## src/rtl/fetch_stage_pkg.sv

```systemverilog
// Shared opcode constants, fetch state encoding and PC helpers.
// Also used by the decoder. The optional fetch counter is enabled by
// defining FETCH_PERF_CNT_EN; it is handled in fetch_stage.sv.
package fetch_stage_pkg;

  localparam logic [4:0]  OPC_HALT  = 5'b00000;
  localparam logic [4:0]  OPC_NOP   = 5'b00001;
  localparam logic [15:0] RESET_PC  = 16'h0000;
  localparam logic [15:0] PC_INC    = 16'h0002;
  localparam logic [15:0] NOP_INSTR = {OPC_NOP, 11'b000_0000_0000};

  typedef enum logic {
    ST_FETCH = 1'b0,
    ST_HALT  = 1'b1
  } fetch_state_t;

  // Sequential PC: 16-bit modulo, so 0xFFFE wraps to 0x0000 silently.
  function automatic logic [15:0] pc_advance(input logic [15:0] pc);
    return pc + PC_INC;
  endfunction

  // True when the word carries the HALT opcode.
  function automatic logic is_halt_word(input logic [15:0] word);
    return (word[15:11] == OPC_HALT);
  endfunction

endpackage

```

## src/rtl/fetch_stage_pc_reg.sv

```systemverilog
// Program counter register: synchronous reset to RESET_PC, load-enable.
import fetch_stage_pkg::*;

module pc_reg (
  input  logic        i_clk,
  input  logic        i_rst,
  input  logic        i_load,
  input  logic [15:0] i_load_val,
  output logic [15:0] o_pc
);

  logic [15:0] r_pc;

  // Hold the PC unless a load is requested; reset wins.
  always_ff @(posedge i_clk) begin
    if (i_rst) begin
      r_pc <= RESET_PC;
    end else if (i_load) begin
      r_pc <= i_load_val;
    end else begin
      r_pc <= r_pc;
    end
  end

  assign o_pc = r_pc;

endmodule

```

## src/rtl/fetch_stage.sv

```systemverilog
// Single-cycle instruction fetch stage with IF/ID register and HALT freeze.
// Priority per edge: rst > redirect > stall > halted > normal fetch.
// Optional retired-fetch counter enabled by defining FETCH_PERF_CNT_EN.
import fetch_stage_pkg::*;

module fetch_stage (
  input  logic        i_clk,
  input  logic        i_rst,
  input  logic        i_stall,
  input  logic        i_redirect,
  input  logic [15:0] i_redirect_pc,
  output logic [15:0] o_imem_addr,
  input  logic [15:0] i_imem_data,
  output logic [15:0] o_instr,
  output logic [4:0]  o_opcode,
  output logic [15:0] o_pc_plus2,
  output logic        o_valid,
`ifdef FETCH_PERF_CNT_EN
  output logic [31:0] o_fetch_count,
`endif
  output logic        o_halted
);

  fetch_state_t r_state;
  logic [15:0]  r_instr;
  logic [15:0]  r_pc_plus2;
  logic         r_valid;
  logic         r_halted;

  logic [15:0]  w_pc;
  logic [15:0]  w_pc_inc;
  logic [15:0]  w_redirect_pc;
  logic         w_pc_load;
  logic [15:0]  w_pc_val;
  logic         w_fetch;

  assign w_pc_inc      = pc_advance(w_pc);
  // Instructions are halfword aligned: bit 0 of a redirect target is dropped.
  assign w_redirect_pc = i_redirect_pc & 16'hFFFE;
  // A normal fetch cycle is the only case that loads valid with 1.
  assign w_fetch       = ~i_redirect & ~i_stall & (r_state == ST_FETCH);

  // Next-PC selection; reset is applied inside pc_reg.
  always_comb begin
    w_pc_load = 1'b0;
    w_pc_val  = w_pc_inc;
    if (i_redirect) begin
      w_pc_load = 1'b1;
      w_pc_val  = w_redirect_pc;
    end else if (i_stall) begin
      w_pc_load = 1'b0;
    end else if (r_state == ST_HALT) begin
      w_pc_load = 1'b0;
    end else if (is_halt_word(i_imem_data)) begin
      w_pc_load = 1'b0;
    end else begin
      w_pc_load = 1'b1;
    end
  end

  pc_reg u_pc_reg (
    .i_clk      (i_clk),
    .i_rst      (i_rst),
    .i_load     (w_pc_load),
    .i_load_val (w_pc_val),
    .o_pc       (w_pc)
  );

  // FETCH/HALT state machine and IF/ID register update.
  always_ff @(posedge i_clk) begin
    if (i_rst) begin
      r_state    <= ST_FETCH;
      r_instr    <= NOP_INSTR;
      r_pc_plus2 <= RESET_PC;
      r_valid    <= 1'b0;
      r_halted   <= 1'b0;
    end else if (i_redirect) begin
      // Squash the wrong path, including a captured HALT.
      r_state    <= ST_FETCH;
      r_valid    <= 1'b0;
      r_halted   <= 1'b0;
    end else if (i_stall) begin
      r_state    <= r_state;
    end else begin
      case (r_state)
        ST_FETCH: begin
          r_instr    <= i_imem_data;
          r_pc_plus2 <= w_pc_inc;
          r_valid    <= 1'b1;
          if (is_halt_word(i_imem_data)) begin
            r_state  <= ST_HALT;
            r_halted <= 1'b1;
          end else begin
            r_state  <= ST_FETCH;
            r_halted <= 1'b0;
          end
        end
        ST_HALT: begin
          r_valid  <= 1'b0;
          r_halted <= 1'b1;
        end
        default: begin
          r_state  <= ST_FETCH;
          r_valid  <= 1'b0;
          r_halted <= 1'b0;
        end
      endcase
    end
  end

`ifdef FETCH_PERF_CNT_EN
  logic [31:0] r_fetch_count;

  // Count every edge that loads a real instruction into IF/ID.
  always_ff @(posedge i_clk) begin
    if (i_rst) begin
      r_fetch_count <= 32'd0;
    end else if (w_fetch) begin
      r_fetch_count <= r_fetch_count + 32'd1;
    end else begin
      r_fetch_count <= r_fetch_count;
    end
  end

  assign o_fetch_count = r_fetch_count;
`else
  logic w_fetch_unused;
  assign w_fetch_unused = w_fetch;
`endif

  assign o_imem_addr = w_pc;
  assign o_instr     = r_instr;
  assign o_opcode    = r_instr[15:11];
  assign o_pc_plus2  = r_pc_plus2;
  assign o_valid     = r_valid;
  assign o_halted    = r_halted;

endmodule

```

## config.mk

```make
export PLATFORM = sky130hd
export DESIGN_NAME = fetch_stage
export DESIGN_NICKNAME = d
export VERILOG_FILES = /design/src/rtl/fetch_stage_pkg.sv /design/src/rtl/fetch_stage_pc_reg.sv /design/src/rtl/fetch_stage.sv
export SDC_FILE = /design/constraint.sdc
export NUM_CORES = 1
export LEC_CHECK = 0
export CAP_MARGIN = 20
export CORE_MARGIN = 4
export CORE_UTILIZATION = 45
export CTS_CLUSTER_SIZE = 14
export DETAILED_ROUTE_END_ITERATION = 12
export GPL_ROUTABILITY_DRIVEN = 0
export PLACE_DENSITY = 0.82
export SLEW_MARGIN = 20
export SYNTH_ARGS = -nofsm -noshare
export SYNTH_HDL_FRONTEND = slang
export SYNTH_HIERARCHICAL = 1
export SYNTH_SLANG_ARGS = --single-unit
```

## constraint.sdc

```tcl
create_clock -name i_clk -period 2.5 [get_ports i_clk]
set_input_delay 0.5 -clock i_clk [delete_from_list [all_inputs] [get_ports i_clk]]
set_output_delay 0.5 -clock i_clk [all_outputs]
set_load 0.01 [all_outputs]
```

==> results.yml <==
die:
  rows: 25
  start_util_pct: 47.48
  coreArea_sq_mm: 0.004848
  fp.dieW_um: 79.53
  pin_count: 91
  dieArea_sq_mm: 0.006324
  die_h_um: 79.53
clocking:
  clk_pin_slew_worst_paths_ps: 90
  cts.sinks: 50
  cts-root-buf: "clkbuf_8"
  post-cts-setup-buffer-count: 0
  hold_buffers: 0
  cts_inserted_buffers: 5
  insertion_delay_ps: 300
  cts_max_path_buffers: 2
  cts_tree: "done"
  cts.htree.levels: 2
  ctsResizeCount: 0
outcome:
  status: "finished clean"
logic_synthesis:
  yosysSeqAreaShare_pct: 43.48
  netlist_area_sq_mm: 0.002302
  synth_top_area_share_pct: 43.48
  synth_flop_cell: "dfxtp_1"
  synth.net_count: 301
  async_flop_share_pct: 0
  yosysTopAreaCell: "dfxtp_1"
  syn_avg_cell_area_sq_um: 8.720
  synthTopCellsByArea: "dfxtp_1 43%, nor2_1 7.5%, mux2i_1 7.0%"
  synth_edf_count: 0
  ys_warn_count: 6
  syn_inst: 264
  yosys_register_bits: 50
  synth_cell_type_count: 32
placement:
  hpwl_um: 4182
  io_buffers: 89
  dp.cells: 406
  placed_area_sq_mm: 0.003216
setup_path:
  required_ps: 2670
  crit_fanout: 16
  cp.arrival_ps: 2160
  timing_worst_setup_path_type: "in2reg"
  endpoint_kind: "flop"
  ff2ff_path_depth: 7
  startpoint_type: "input port"
hold_path:
  min_path_cells: 2
  min_path_type: "reg2reg"
detailed_routing:
  wl_um: 5736
  antenna_left: 0
  wire_per_inst_um: 13.86
  dr.pass1.iters: 4
  drt_iter0_drc: 106
  vias: 2047
  viasPerCell: 4.944
  drc: 0
power_and_ir_drop:
  pwr-share-seq_pct: 49.4
  p_leak_nw: 1.349
  p_comb_share_pct: 19.5
  power_density_mw_per_mm2: 538.8
  clkPwrFrac_pct: 31.1
  vdd_drop_max_uv: 376.7
  power.switching_w: 0.0004522
  switching_share_pct: 25.25
  intPower_w: 0.001339
global_route:
  gr-total-overflow: 0
  grt_max_degree: 37
  grt_pass1_vias: 1989
  antenna_found_initial: 0
  grt_usage_pct: 18.69
  grt_pass1_wl_um: 9411
layout:
  layout.nets: 383
  n_antenna_cell: 0
  final_common_cell: "clkdlybuf4s50_1"
  areaGrowthSynthToFinish_pct: 44.40
  finish.utilization_pct: 68.57
  stdcell_count: 414
  postLayoutCellArea_sq_mm: 0.003324
  final_cell_mix: "88 x clkdlybuf4s50_1, 50 x dfxtp_1, 46 x nor2_1"
  drive_above_1_share_pct: 10.95
timing:
  rsz0062_at_grt: "no"
  fin_crit_ps: 1994
  setup_viol: 0
  finalCritPeriodShare_pct: 79.77
  hold_violations: 0
  slew_headroom_pct: 56.31
  timing.final.max_slew_violations: 0
  fmax_mhz: 501.4
  finClkSkew_ps: 2.552
  worst_slew_pin_slew_ps: 655.4
  setup_tns_ps: 0
job:
  max-cap-violations: 0
cell usage after synthesis, drive strengths merged (3+ instances only):
master / number
nand3: 6
nor2: 46
clkbuf: 10
nor3: 11
buf: 12
xnor2: 5
a21oi: 18
o21a: 10
xor2: 8
nand2: 40
nor4: 3
dfxtp: 50
mux2: 14
mux2i: 16
power groups by stage:
stage               sequential (W)  combinational, W  clock (W)
detailed placement        0.000904          0.000350          0
floorplan                 0.000918          0.000153          0
finish                    0.000885          0.000349   0.000557
global route              0.000894          0.000378   0.000601
global placement          0.000902          0.000345          0
CTS                       0.000886          0.000352   0.000572
area by class of cell:
type | instances | area (sq um)
Tap cell | 67 | 83.83
Timing Repair Buffer | 97 | 958.4
Fill cell | 398 | 1524
Multi-Input combinational cell | 190 | 1165
Inverter | 2 | 7.507
Clock buffer | 5 | 68.82
Sequential cell | 50 | 1001
Clock inverter | 3 | 40.04
layer usage:
| metal | wire [um] | up-vias | track usage, % |
|---|---|---|---|
| met2 | 2776 | 57 | 30.22 |
| li1 | - | 1038 | - |
| met3 | 308 | 10 | 3.612 |
| met1 | 2508 | 942 | 23.92 |
| met4 | 142 | 0 | 8.591 |
| met5 | 0 | - | 0 |
flip-flops by register name (all words and copies together), names as in the netlist:
register,flops
o_instr,16
o_pc_plus2,16
u_pc_reg/o_pc,16
o_halted,1
o_valid,1
kinds of logic (layout without fill, tap and decap cells):
| kind of cell | Yosys count | after routing | synth area share, % |
|---|---|---|---|
| xor gates and xnor gates | 13 | 13 | 4.946 |
| AOI/OAI and AO/OA | 31 | 31 | 7.935 |
| buffers and inverters | 24 | 107 | 6.196 |
| muxes | 30 | 30 | 13.80 |
| DFF | 50 | 50 | 43.48 |
| adders and majority gates | 1 | 1 | 0.5434 |
| and+or+nand+nor | 115 | 115 | 23.10 |
per-stage QoR:
stage	setup slack, ps	power [W]	hold slack, ps
3_3_place_gp	240.6	0.001247	441.6
4_1_cts	526.4	0.001810	458.5
3_5_place_dp	197.7	0.001254	445.9
2_1_floorplan	679.9	0.001071	480.5
6_report	505.7	0.001791	458.0
5_1_grt	390.8	0.001873	478.3
path summary, 6_finish.rpt:
path,startpoint,endpoint,slack [ps]
worst max-delay path,i_imem_data[14],u_pc_reg/o_pc[3],510
worst min-delay path,o_instr[4],o_instr[4],460
worst max register to register,u_pc_reg/o_pc[1],u_pc_reg/o_pc[15],560
worst min register to register,o_instr[4],o_instr[4],460
worst max-delay path, cell delays in order:
cell	delay (ps)
clkdlybuf4s50_1	420
or4_1	550
o21ai_0	170
nand2b_1	110
buf_12	180
mux2i_1	170
nor2_1	50
(Power assumes the default switching activity.)
